[config.mk]
export PLATFORM = sky130hd
export DESIGN_NAME = reg_loader
export DESIGN_NICKNAME = d
export VERILOG_FILES = /design/src/rtl/reg_loader.sv
export SDC_FILE = /design/constraint.sdc
export NUM_CORES = 1
export LEC_CHECK = 0
export CAP_MARGIN = 20
export CORE_ASPECT_RATIO = 0.9
export CORE_MARGIN = 2
export CORE_UTILIZATION = 40
export DETAILED_ROUTE_END_ITERATION = 12
export PLACE_DENSITY = 0.66
export SLEW_MARGIN = 5
export SYNTH_ARGS = -nofsm -noshare
export SYNTH_HDL_FRONTEND = slang
export SYNTH_SLANG_ARGS = --single-unit
[constraint.sdc]
create_clock -name clk -period 2.5 [get_ports clk]
set_input_delay 0.75 -clock clk [delete_from_list [all_inputs] [get_ports clk]]
set_output_delay 0.75 -clock clk [all_outputs]
set_load 0.02 [all_outputs]
[src/rtl/reg_loader.sv]
// reg_loader: assembles 4-byte serial packets (0xA5, addr, data, addr^data)
// into single register writes on a valid/ready port.
//
// Ports
//   clk        system clock
//   reset      asynchronous, active-high reset
//   rx_data    received byte, qualified by rx_valid
//   rx_valid   one-clock strobe per received byte
//   wr_ready   register file accepts the pending write
//   wr_valid   write request (held until accepted)
//   wr_addr    register address (held when idle)
//   wr_data    register data (held when idle)
//   link       high for LINK_HOLD clocks after each completed write
//   busy       high whenever a packet or write is in progress
//   err_count  saturating count of protocol errors
module reg_loader #(
  parameter int NUM_REGS  = 24,
  parameter int TIMEOUT   = 25000,
  parameter int LINK_HOLD = 1200000
) (
  input  logic       clk,
  input  logic       reset,
  input  logic [7:0] rx_data,
  input  logic       rx_valid,
  input  logic       wr_ready,
  output logic       wr_valid,
  output logic [4:0] wr_addr,
  output logic [7:0] wr_data,
  output logic       link,
  output logic       busy,
  output logic [7:0] err_count
);

  localparam int TO_W = $clog2(TIMEOUT);
  localparam int LK_W = $clog2(LINK_HOLD + 1);

  typedef enum logic [2:0] {IDLE, ADDR, DATA, CHECK, WRITE} state_t;

  state_t            state;
  logic [7:0]        addr_byte;
  logic [7:0]        data_byte;
  logic [TO_W-1:0]   to_cnt;
  logic [LK_W-1:0]   link_cnt;

  logic in_pkt;
  logic to_hit;
  logic chk_ok;
  logic handshake;
  logic err_inc;

  assign in_pkt    = (state == ADDR) || (state == DATA) || (state == CHECK);
  // The counter is about to reach TIMEOUT-1 on this edge; a byte on the
  // same edge takes priority.
  assign to_hit    = in_pkt && !rx_valid && (to_cnt == TO_W'(TIMEOUT - 2));
  // Full address byte is range-checked so upper bits can't alias a register.
  assign chk_ok    = (rx_data == (addr_byte ^ data_byte)) &&
                     (addr_byte[7:5] == 3'd0) &&
                     ({1'b0, addr_byte} < 9'(NUM_REGS));
  assign handshake = (state == WRITE) && wr_valid && wr_ready;
  // Error sources live in distinct states, so at most one fires per clock.
  assign err_inc   = ((state == CHECK) && rx_valid && !chk_ok) ||
                     to_hit ||
                     ((state == WRITE) && rx_valid);

  assign busy = (state != IDLE);
  assign link = (link_cnt != '0);

  always_ff @(posedge clk or posedge reset) begin
    if (reset) begin
      state     <= IDLE;
      addr_byte <= '0;
      data_byte <= '0;
      wr_valid  <= 1'b0;
      wr_addr   <= '0;
      wr_data   <= '0;
      err_count <= '0;
      to_cnt    <= '0;
      link_cnt  <= '0;
    end else begin
      if (err_inc && (err_count != 8'hFF))
        err_count <= err_count + 8'd1;

      // Idle clears the counter, which also covers "cleared on entry to ADDR".
      if (in_pkt)
        to_cnt <= rx_valid ? '0 : to_cnt + TO_W'(1);
      else
        to_cnt <= '0;

      if (handshake)
        link_cnt <= LK_W'(LINK_HOLD);
      else if (link_cnt != '0)
        link_cnt <= link_cnt - LK_W'(1);

      case (state)
        IDLE: begin
          if (rx_valid && (rx_data == 8'hA5))
            state <= ADDR;
        end
        ADDR: begin
          if (rx_valid) begin
            addr_byte <= rx_data;
            state     <= DATA;
          end else if (to_hit) begin
            state <= IDLE;
          end
        end
        DATA: begin
          if (rx_valid) begin
            data_byte <= rx_data;
            state     <= CHECK;
          end else if (to_hit) begin
            state <= IDLE;
          end
        end
        CHECK: begin
          if (rx_valid) begin
            if (chk_ok) begin
              wr_addr <= addr_byte[4:0];
              wr_data <= data_byte;
              state   <= WRITE;
            end else begin
              state <= IDLE;
            end
          end else if (to_hit) begin
            state <= IDLE;
          end
        end
        WRITE: begin
          // Request is raised one clock after entry; bytes here are dropped.
          if (!wr_valid) begin
            wr_valid <= 1'b1;
          end else if (wr_ready) begin
            wr_valid <= 1'b0;
            state    <= IDLE;
          end
        end
        default: state <= IDLE;
      endcase
    end
  end

endmodule

# Word level (Yosys, flattened, before mapping)
# Index checks and enable logic that the tools add are counted.
[totals]
ff_bits = 77
latchBits = 0
mem_bits_rw = 0
mem_bits_ro = 0
inputBits = 12
elab_cells = 66
memories = 0
[op_classes]
addsub = 3
n_mul = 0
div = 0
order_cmp = 1
n_eq_ne = 11
shifts = 0
n_mux = 15
bitwise_logic = 1
n_reduce_logical = 26
[ops]
columns = ["operator", "count"]
rows = [
  ["$mux 21", 2],
  ["$mux 15", 2],
  ["$mux 3", 8],
  ["$reduce_bool 21->1", 1],
  ["$sub 21x1->21 const B", 1],
  ["$add 15x1->15 const B", 1],
  ["$eq 15x15->1 const B", 1],
  ["$pmux 3 s5", 1],
  ["$logic_and 1x1->1", 11],
  ["$add 8x1->8 const B", 1],
  ["$eq 8x8->1", 1],
  ["$eq 8x8->1 const B", 1],
  ["$lt 8x5->1 const B", 1],
  ["$ne 8x8->1 const B", 1],
  ["$xor 8x8->8", 1],
  ["$eq 3x2->1 const B", 2],
  ["$logic_not 3->1", 2],
  ["$ne 2x2->1 const B", 3],
  ["$reduce_and 3->1", 2],
  ["$logic_or 1x1->1", 4],
  ["$reduce_and 2->1", 2],
  ["$eq 3x1->1 const B", 1],
  ["$eq 3x3->1 const B", 1],
  ["$reduce_bool 3->1", 1],
  ["3 further kinds", 5],
]

# Logic depth before layout (Yosys ltp)
# Gate-level depths: netlist (run 1).
[depth]
ltp_word = 9
depth_mapped = 9
depth_no_buf = 7

# Worst setup path before layout (run 1)
# OpenSTA, ideal clock, no wires.
[synth_path]
kind = "flip-flop to output port"
start = "register link_cnt[12]"
end = "output port link"
t_arrival_ps = 1839
required_time_ps = 1750
path_slack_ps = -89
stages_incl_launch_ff = 5
n_path_buf = 1
path_cell_list = "dfrtp_1 -> or4_4 -> or4_4 -> buf_6 -> or2_4"
[synth_via]
elab_chain_len = 1
[synth_lines]
columns = ["element", "line", "text"]
rows = [
  ["from (decl)", "43", "logic [LK_W-1:0] link_cnt;"],
  ["from (signal assigned)", "90", "link_cnt <= LK_W'(LINK_HOLD);"],
  ["from (signal assigned)", "92", "link_cnt <= link_cnt - LK_W'(1);"],
  ["$reduce_bool 21->1", "66", "assign link = (link_cnt != '0);"],
  ["to (decl)", "29", "output logic link,"],
]
# Every way passes these cells.

# Worst setup path after layout (run 1)
# Same ends and word-level chain as after synthesis.

==> implementation parameters, run 1 <==
Parameter                              Value

Timing
  Final worst path period need    2.85 ns
  Setup Skew    0.00744 ns
  Max Slew Vio Count    0
  Final cycle utilization of the critical path    114%
  Setup Viol. Count Final    1
  Transition time at the pin with the least slew margin    0.517 ns
  Worst rel slew slack    65.5%
  RSZ-0062 raised after global routing    true
  Setup WS post-layout    -0.351 ns
  Fmax achieved    351 MHz
  Hold Fails Final Rpt    0

Clock tree
  Clk sink count    77
  Post-CTS clock slew at the launch and capture registers of the worst setup and hold paths    0.08 ns
  Clock insertion delay at the later pin of the skew report    0.35 ns
  Number of hold-repair buffers added at the cts stage    0
  Max Root-Sink Buffers    2
  Clock tree from TritonCTS    built
  Inserted Clock Buffers    9
  Library cell used as clock root buffer    clkbuf_8
  H-tree levels    3

Yosys
  Top cell type's share of synthesized area    49.8%
  Leading register cell type out of synthesis    dfrtp_1
  Share of flip-flops with an asynchronous set or reset    100%
  Sequential share of the synthesized area    49.8%
  Count of cell types in the netlist    54
  Per-instance average area after synthesis    11.5 sq um
  Post-synth top cells    77 x dfrtp_1, 31 x mux2_2, 28 x nor2_1
  Area contributors post-synth    dfrtp_1 50%, mux2_2 9.0%, xor2_1 3.6%, xnor3_1 3.5%, nor2_1 2.7%
  Gate count of the mapped netlist    337
  Library cell with the largest summed area after synthesis    dfrtp_1
  Post-synth EDFFs    0
  Ys Warns    0
  Total standard cell area after synthesis    3870 sq um
  Yosys reg bits    77
  Net count of the mapped netlist    354
  Most common cell in the netlist    dfrtp_1

Worst setup path
  Maximum fanout along the worst path    2
  Startpoint of the worst register-to-register path    link_cnt[12]
  Setup slack of the most critical reg-to-reg path    0.23 ns
  Path depth of the worst reg2reg path    6
  Worst setup path startpoint    link_cnt[12]
  Arrival time of data at the critical path endpoint    2.10 ns
  CP endpoint kind    output pin
  Critical path start-end classification    reg2out
  Data required time at the worst endpoint    1.75 ns
  Endpoint of the worst register-to-register path    link_cnt[13]
  Startpoint Class    flip-flop

Drt
  Remaining DRCs    0
  Routed WL per cell    13.9 microns
  Total via count in the routed design    2,858
  Total Wirelength    7740 microns
  Remaining antenna violation count after routing    0
  Drt first-iter violations    143
  Vias per Instance    5.15
  Detailed-router iteration count before antenna repair    4

Placement
  Half-perimeter wire length after placement    5530 microns
  Number of port buffers    35
  Number of instances in the placed design    535
  Post-Place Cell Area    4690 sq um
  Global placer's final weighted congestion    0.767
  Pre-CTS worst setup slack    -0.504 ns

Floorplan
  Number of cell rows    34
  Top-level port count    36
  Initial Utilization    40.6%
  Die height    97.3 microns
  Die Outline Area    10,500 sq um
  Die width    108 microns
  Area of the placeable core    9530 sq um

Global route
  Pin count of the biggest net entering global routing    78
  Via count of the first global-routing pass    2,880
  Global Route met3 Usage    3.49%
  Total track usage    16.4%
  Met1 track utilization from global routing    22.2%
  Number of antenna violations at the first check in global routing    0
  Grt total ovfl    0
  Global-route wire length before repair    13,600 microns
  Global routing usage on met2    25.4%
  Busiest layer in global routing    met2

Pwr
  Total design power    3.83 mW
  Worst IR Drop VDD    311 uV
  Leak pwr    2.10 nW
  Cell area power density    767 nW/um^2

Min path
  Cell depth of the worst hold path    1
  Worst hold path type    reg2reg
  End point of the most critical hold path    err_count[4]
  Launch instance of the worst min-delay path    err_count[4]

Layout
  Count of inserted antenna diode cells    0
  Layout Area Growth over Synthesis    29.0%
  Finished layout cell area    4990 sq um
  Share of layout cells above drive strength 1    28.2%
  Layout fillers    836
  Final instance count without filler cells    555
  Net count, final    441

Outcome
  Violated checks    negative setup slack
  Run status    finished with violations

Run
  Total of max-cap violations    0
[power breakdown]
part           total, mW  internal (mW)  switching [mW]
logic              0.930          0.529           0.402
registers           1.68           1.46           0.222
clock network       1.22          0.766           0.455
total               3.83           2.75            1.08
[metrics by stage]
stage / TNS [ns] / util [%] / hold slack, ns
2_1_floorplan: -0.0891 / - / 0.474
3_3_place_gp: -4.43 / 49.2 / 0.485
3_5_place_dp: -5.83 / 49.2 / 0.485
4_1_cts: -0.386 / 52.3 / 0.501
5_1_grt: -0.430 / 52.4 / 0.528
6_report: -0.351 / 52.4 / 0.499
[cells in the final DEF, fill, tap and decap left out, types with 9 or more instances in the layout]
cell | Yosys | routed
or3_1 | 10 | 10
xnor2_1 | 10 | 10
nand3_1 | 20 | 20
mux2_2 | 31 | 31
clkdlybuf4s50_1 | 0 | 33
nand2_1 | 17 | 17
dfrtp_1 | 77 | 77
clkbuf_8 | 0 | 9
buf_4 | 1 | 50
xor2_1 | 16 | 16
nor2_1 | 28 | 28
[worst max-delay path: stages (launching register included)]
cell and delay, ns:
dfrtp_1 0.39, or4_4 0.55, or4_4 0.43, or2_4 0.25, buf_6 0.13
[cell type report]
type,instances,area (sq um),share of cell area (%)
Tap cell,126,158,3.16
Inverter,6,26.3,0.526
Sequential cell,77,1930,38.6
Clock buffer,10,128,2.56
Multi-Input combinational cell,244,1870,37.5
Timing Repair Buffer,86,746,14.9
Clock inverter,6,134,2.68
[routing by layer]
metal / vias to the layer above / wire, microns
li1: 1398 / -
met1: 1402 / 3550
met2: 44 / 3710
met3: 14 / 260
met4: 0 / 215
met5: - / 0
[worst max path at each step]
stage / endpoint / slack [ns] / cells past startpoint
3_5_place_dp: link / -0.50 / 4
3_3_place_gp: link / -0.48 / 4
2_1_floorplan: link / -0.09 / 4
5_1_grt: link / -0.43 / 6
6_report: link / -0.35 / 4
4_1_cts: link / -0.39 / 4
[sequential cells by signal, indices dropped and copies added, names as in the netlist]
signal,flops
wr_valid,1
to_cnt,15
state,3
addr_byte,8
wr_addr,5
link_cnt,21
err_count,8
data_byte,8
wr_data,8
[repair_timing]
action,in CTS,in global routing
pin swaps,2,2
hold endpoints to repair,0,0
resized for setup,11,0
buffers inserted,3,1
setup endpoints to repair,2,1
[cell families (layout without fill, tap and decap cells)]
logic type	count (synthesis)	after routing	synth area share, %
adder cells (fa/ha/maj)	5	5	1.62
buffers and inverters	16	108	2.07
flip-flops	77	77	49.8
AND/OR/NAND/NOR	132	132	19.7
AO/OA/AOI/OAI	43	43	8.18
XOR/XNOR	32	32	9.38
multiplexers	32	32	9.28
No activity file was read; power rests on OpenSTA's default activity.
==> run 2: changes to the inputs <==
--- a/config.mk
+++ b/config.mk
@@ -6,8 +6,7 @@
 export NUM_CORES = 1
 export LEC_CHECK = 0
 export CAP_MARGIN = 20
-export CORE_ASPECT_RATIO = 0.9
-export CORE_MARGIN = 2
+export CORE_MARGIN = 8
 export CORE_UTILIZATION = 40
 export DETAILED_ROUTE_END_ITERATION = 12
 export PLACE_DENSITY = 0.66
==> constraint.sdc (replaced) <==
create_clock -name clk -period 2.5 [get_ports clk]
set_input_delay 0.5 -clock clk [delete_from_list [all_inputs] [get_ports clk]]
set_output_delay 0.5 -clock clk [all_outputs]
set_load 0.02 [all_outputs]
==> implementation parameters, run 2 (synthesized netlist as in run 1, its figures left out) <==
Parameter                              Value

Layout
  Layout Area Growth over Synthesis    25.4%
  Leading cell types in the layout, fill and taps excluded    77 x dfrtp_1, 34 x clkdlybuf4s50_1, 31 x mux2_2, 31 x buf_4, 28 x nor2_1
  Finished layout cell area    4850 sq um (-2.8%)
  Share of layout cells above drive strength 1    24.4% (-3.8 points)
  Largest registers    link_cnt (21), to_cnt (15)
  Layout fillers    864 (+3.3%)
  Final instance count without filler cells    543 (-2.2%)
  Count of inserted antenna diode cells    0 (unchanged)
  Leading cell type in the layout, fill and taps excluded    dfrtp_1
  Number of flip-flops under the largest register name    21 (unchanged)
  Largest register by flop count    link_cnt
  Net count, final    422 (-4.3%)

Global route
  Number of antenna violations at the first check in global routing    0 (unchanged)
  Grt total ovfl    0 (unchanged)
  Busiest layer in global routing    met2
  Pin count of the biggest net entering global routing    78 (unchanged)
  Met1 track utilization from global routing    15.9% (-6.3 points)
  Global-route wire length before repair    13,400 microns (-1.5%)
  Via count of the first global-routing pass    2,773 (-3.7%)
  Global Route met3 Usage    3.38% (-0.11 points)
  Global routing usage on met2    20.5% (-4.9 points)
  Total track usage    12.8% (-3.6 points)

Timing
  Transition time at the pin with the least slew margin    0.504 ns (-0.0127 ns)
  Setup Viol. Count Final    1 (unchanged)
  Setup Skew    0.00882 ns (+0.00138 ns)
  Fmax achieved    379 MHz (+8.1%)
  Worst rel slew slack    66.4% (+0.85 points)
  Setup WS post-layout    -0.137 ns (+0.214 ns)
  RSZ-0062 raised after global routing    true
  Hold Fails Final Rpt    0 (unchanged)
  Final cycle utilization of the critical path    105% (-8.6 points)
  Max Slew Vio Count    0 (unchanged)
  Final worst path period need    2.64 ns (-0.214 ns)

Worst setup path
  Standard cell with the maximum stage delay on the critical path    or4_4
  Cell type with the highest occurrence count on the critical path    or4_4
  Bufs and invs on worst path    1 (unchanged)
  Startpoint of the worst register-to-register path    link_cnt[12]
  Critical path start-end classification    reg2out
  Longest individual stage delay on the worst path    0.53 ns (-0.02 ns)
  CP endpoint kind    output pin
  CP top delay family    simple AND/OR/NAND/NOR gates
  Maximum fanout along the worst path    2 (unchanged)
  Setup slack of the most critical reg-to-reg path    0.16 ns (-0.07 ns)
  Startpoint Class    flip-flop
  Arrival time of data at the critical path endpoint    2.14 ns (+0.04 ns)
  Data required time at the worst endpoint    2.00 ns (+0.25 ns)
  Cells traversed along the worst timing path    or4_4 > or4_4 > or2_4 > buf_6
  Worst setup path startpoint    link_cnt[12]

Placement
  Number of port buffers    35 (unchanged)
  Global placer's final weighted congestion    0.768 (+0.10%)
  Half-perimeter wire length after placement    5530 microns (-0.13%)
  Post-Place Cell Area    4580 sq um (-2.3%)
  Number of instances in the placed design    527 (-1.5%)

Floorplan
  Die width    114 microns (+6.2%)
  Initial Utilization    40.3% (-0.28 points)
  Top-level port count    36 (unchanged)
  Area of the placeable core    9590 sq um (+0.68%)
  Die Outline Area    13,100 sq um (+25%)
  Number of cell rows    36 (+5.9%)
  Die height    114 microns (+18%)

Drt
  Vias per Instance    5.04 (-2.1%)
  Total Wirelength    7720 microns (-0.23%)
  Drt first-iter violations    133 (-7.0%)
  Remaining DRCs    0 (unchanged)
  Routed WL per cell    14.2 microns (+2.0%)
  Remaining antenna violation count after routing    0 (unchanged)
  Detailed-router iteration count before antenna repair    4 (unchanged)
  Total via count in the routed design    2,737 (-4.2%)

Clock tree
  Clock tree from TritonCTS    built
  Max Root-Sink Buffers    2 (unchanged)
  H-tree levels    3 (unchanged)
  Clk sink count    77 (unchanged)
  Post-CTS clock slew at the launch and capture registers of the worst setup and hold paths    0.08 ns (about the same)
  Inserted Clock Buffers    9 (unchanged)
  Library cell used as clock root buffer    clkbuf_8
  Clock insertion delay at the later pin of the skew report    0.35 ns (about the same)
  Number of hold-repair buffers added at the cts stage    0 (unchanged)

Pwr
  Leak pwr    2.01 nW (-4.2%)
  Cell area power density    784 nW/um^2 (+2.2%)
  Worst IR Drop VDD    352 uV (+13%)
  Total design power    3.81 mW (-0.66%)

Run
  Total of max-cap violations    0 (unchanged)

Outcome
  Violated checks    negative setup slack
  Run status    finished with violations

Min path
  Worst hold path type    reg2reg
  Launch instance of the worst min-delay path    err_count[4]
[run 2: where the power goes]
part | internal [mW] | switching (mW)
clock network | 0.770 | 0.483
registers | 1.46 | 0.235
logic | 0.501 | 0.359
total | 2.73 | 1.08
[run 2: repair_timing]
item                                    4_1_cts  5_1_grt
gates cloned                                  0        0
gates resized for setup                       6        0
pin swaps                                     1        0
endpoints found under the setup margin        1        1
buffers inserted                              0        0
[run 2: final timing paths]
check | to | cells after the start
min in group asynchronous | link_cnt[5] | 3
max in group asynchronous | link_cnt[0] | 3
hold / removal | err_count[4] | 1
setup / recovery | link | 4
hold reg to reg | err_count[4] | 1
setup reg to reg | link_cnt[9] | 6
[run 2: area by class of cell]
class	instances	area (sq um)	area share, %
Clock inverter	7	146	3.02
Clock buffer	9	124	2.55
Tap cell	133	166	3.43
Multi-Input combinational cell	244	1860	38.4
Timing Repair Buffer	67	604	12.5
Inverter	6	22.5	0.464
Sequential cell	77	1930	39.7
[run 2: layer usage]
layer | wire [microns] | share of wire, %
met3 | 373 | 4.8
met1 | 3640 | 47
met5 | 0 | 0
met2 | 3570 | 46
met4 | 136 | 1.8
[run 2: stage by stage]
stage	setup TNS, ns	setup slack (ns)	utilization [%]	hold WS (ns)
global route	-0.206	-0.206	50.6	0.524
floorplan	0	0.0333	-	0.474
finish	-0.137	-0.137	50.6	0.500
global placement	-0.193	-0.193	47.7	0.478
detailed placement	-0.191	-0.191	47.7	0.483
CTS	-0.155	-0.155	50.6	0.500
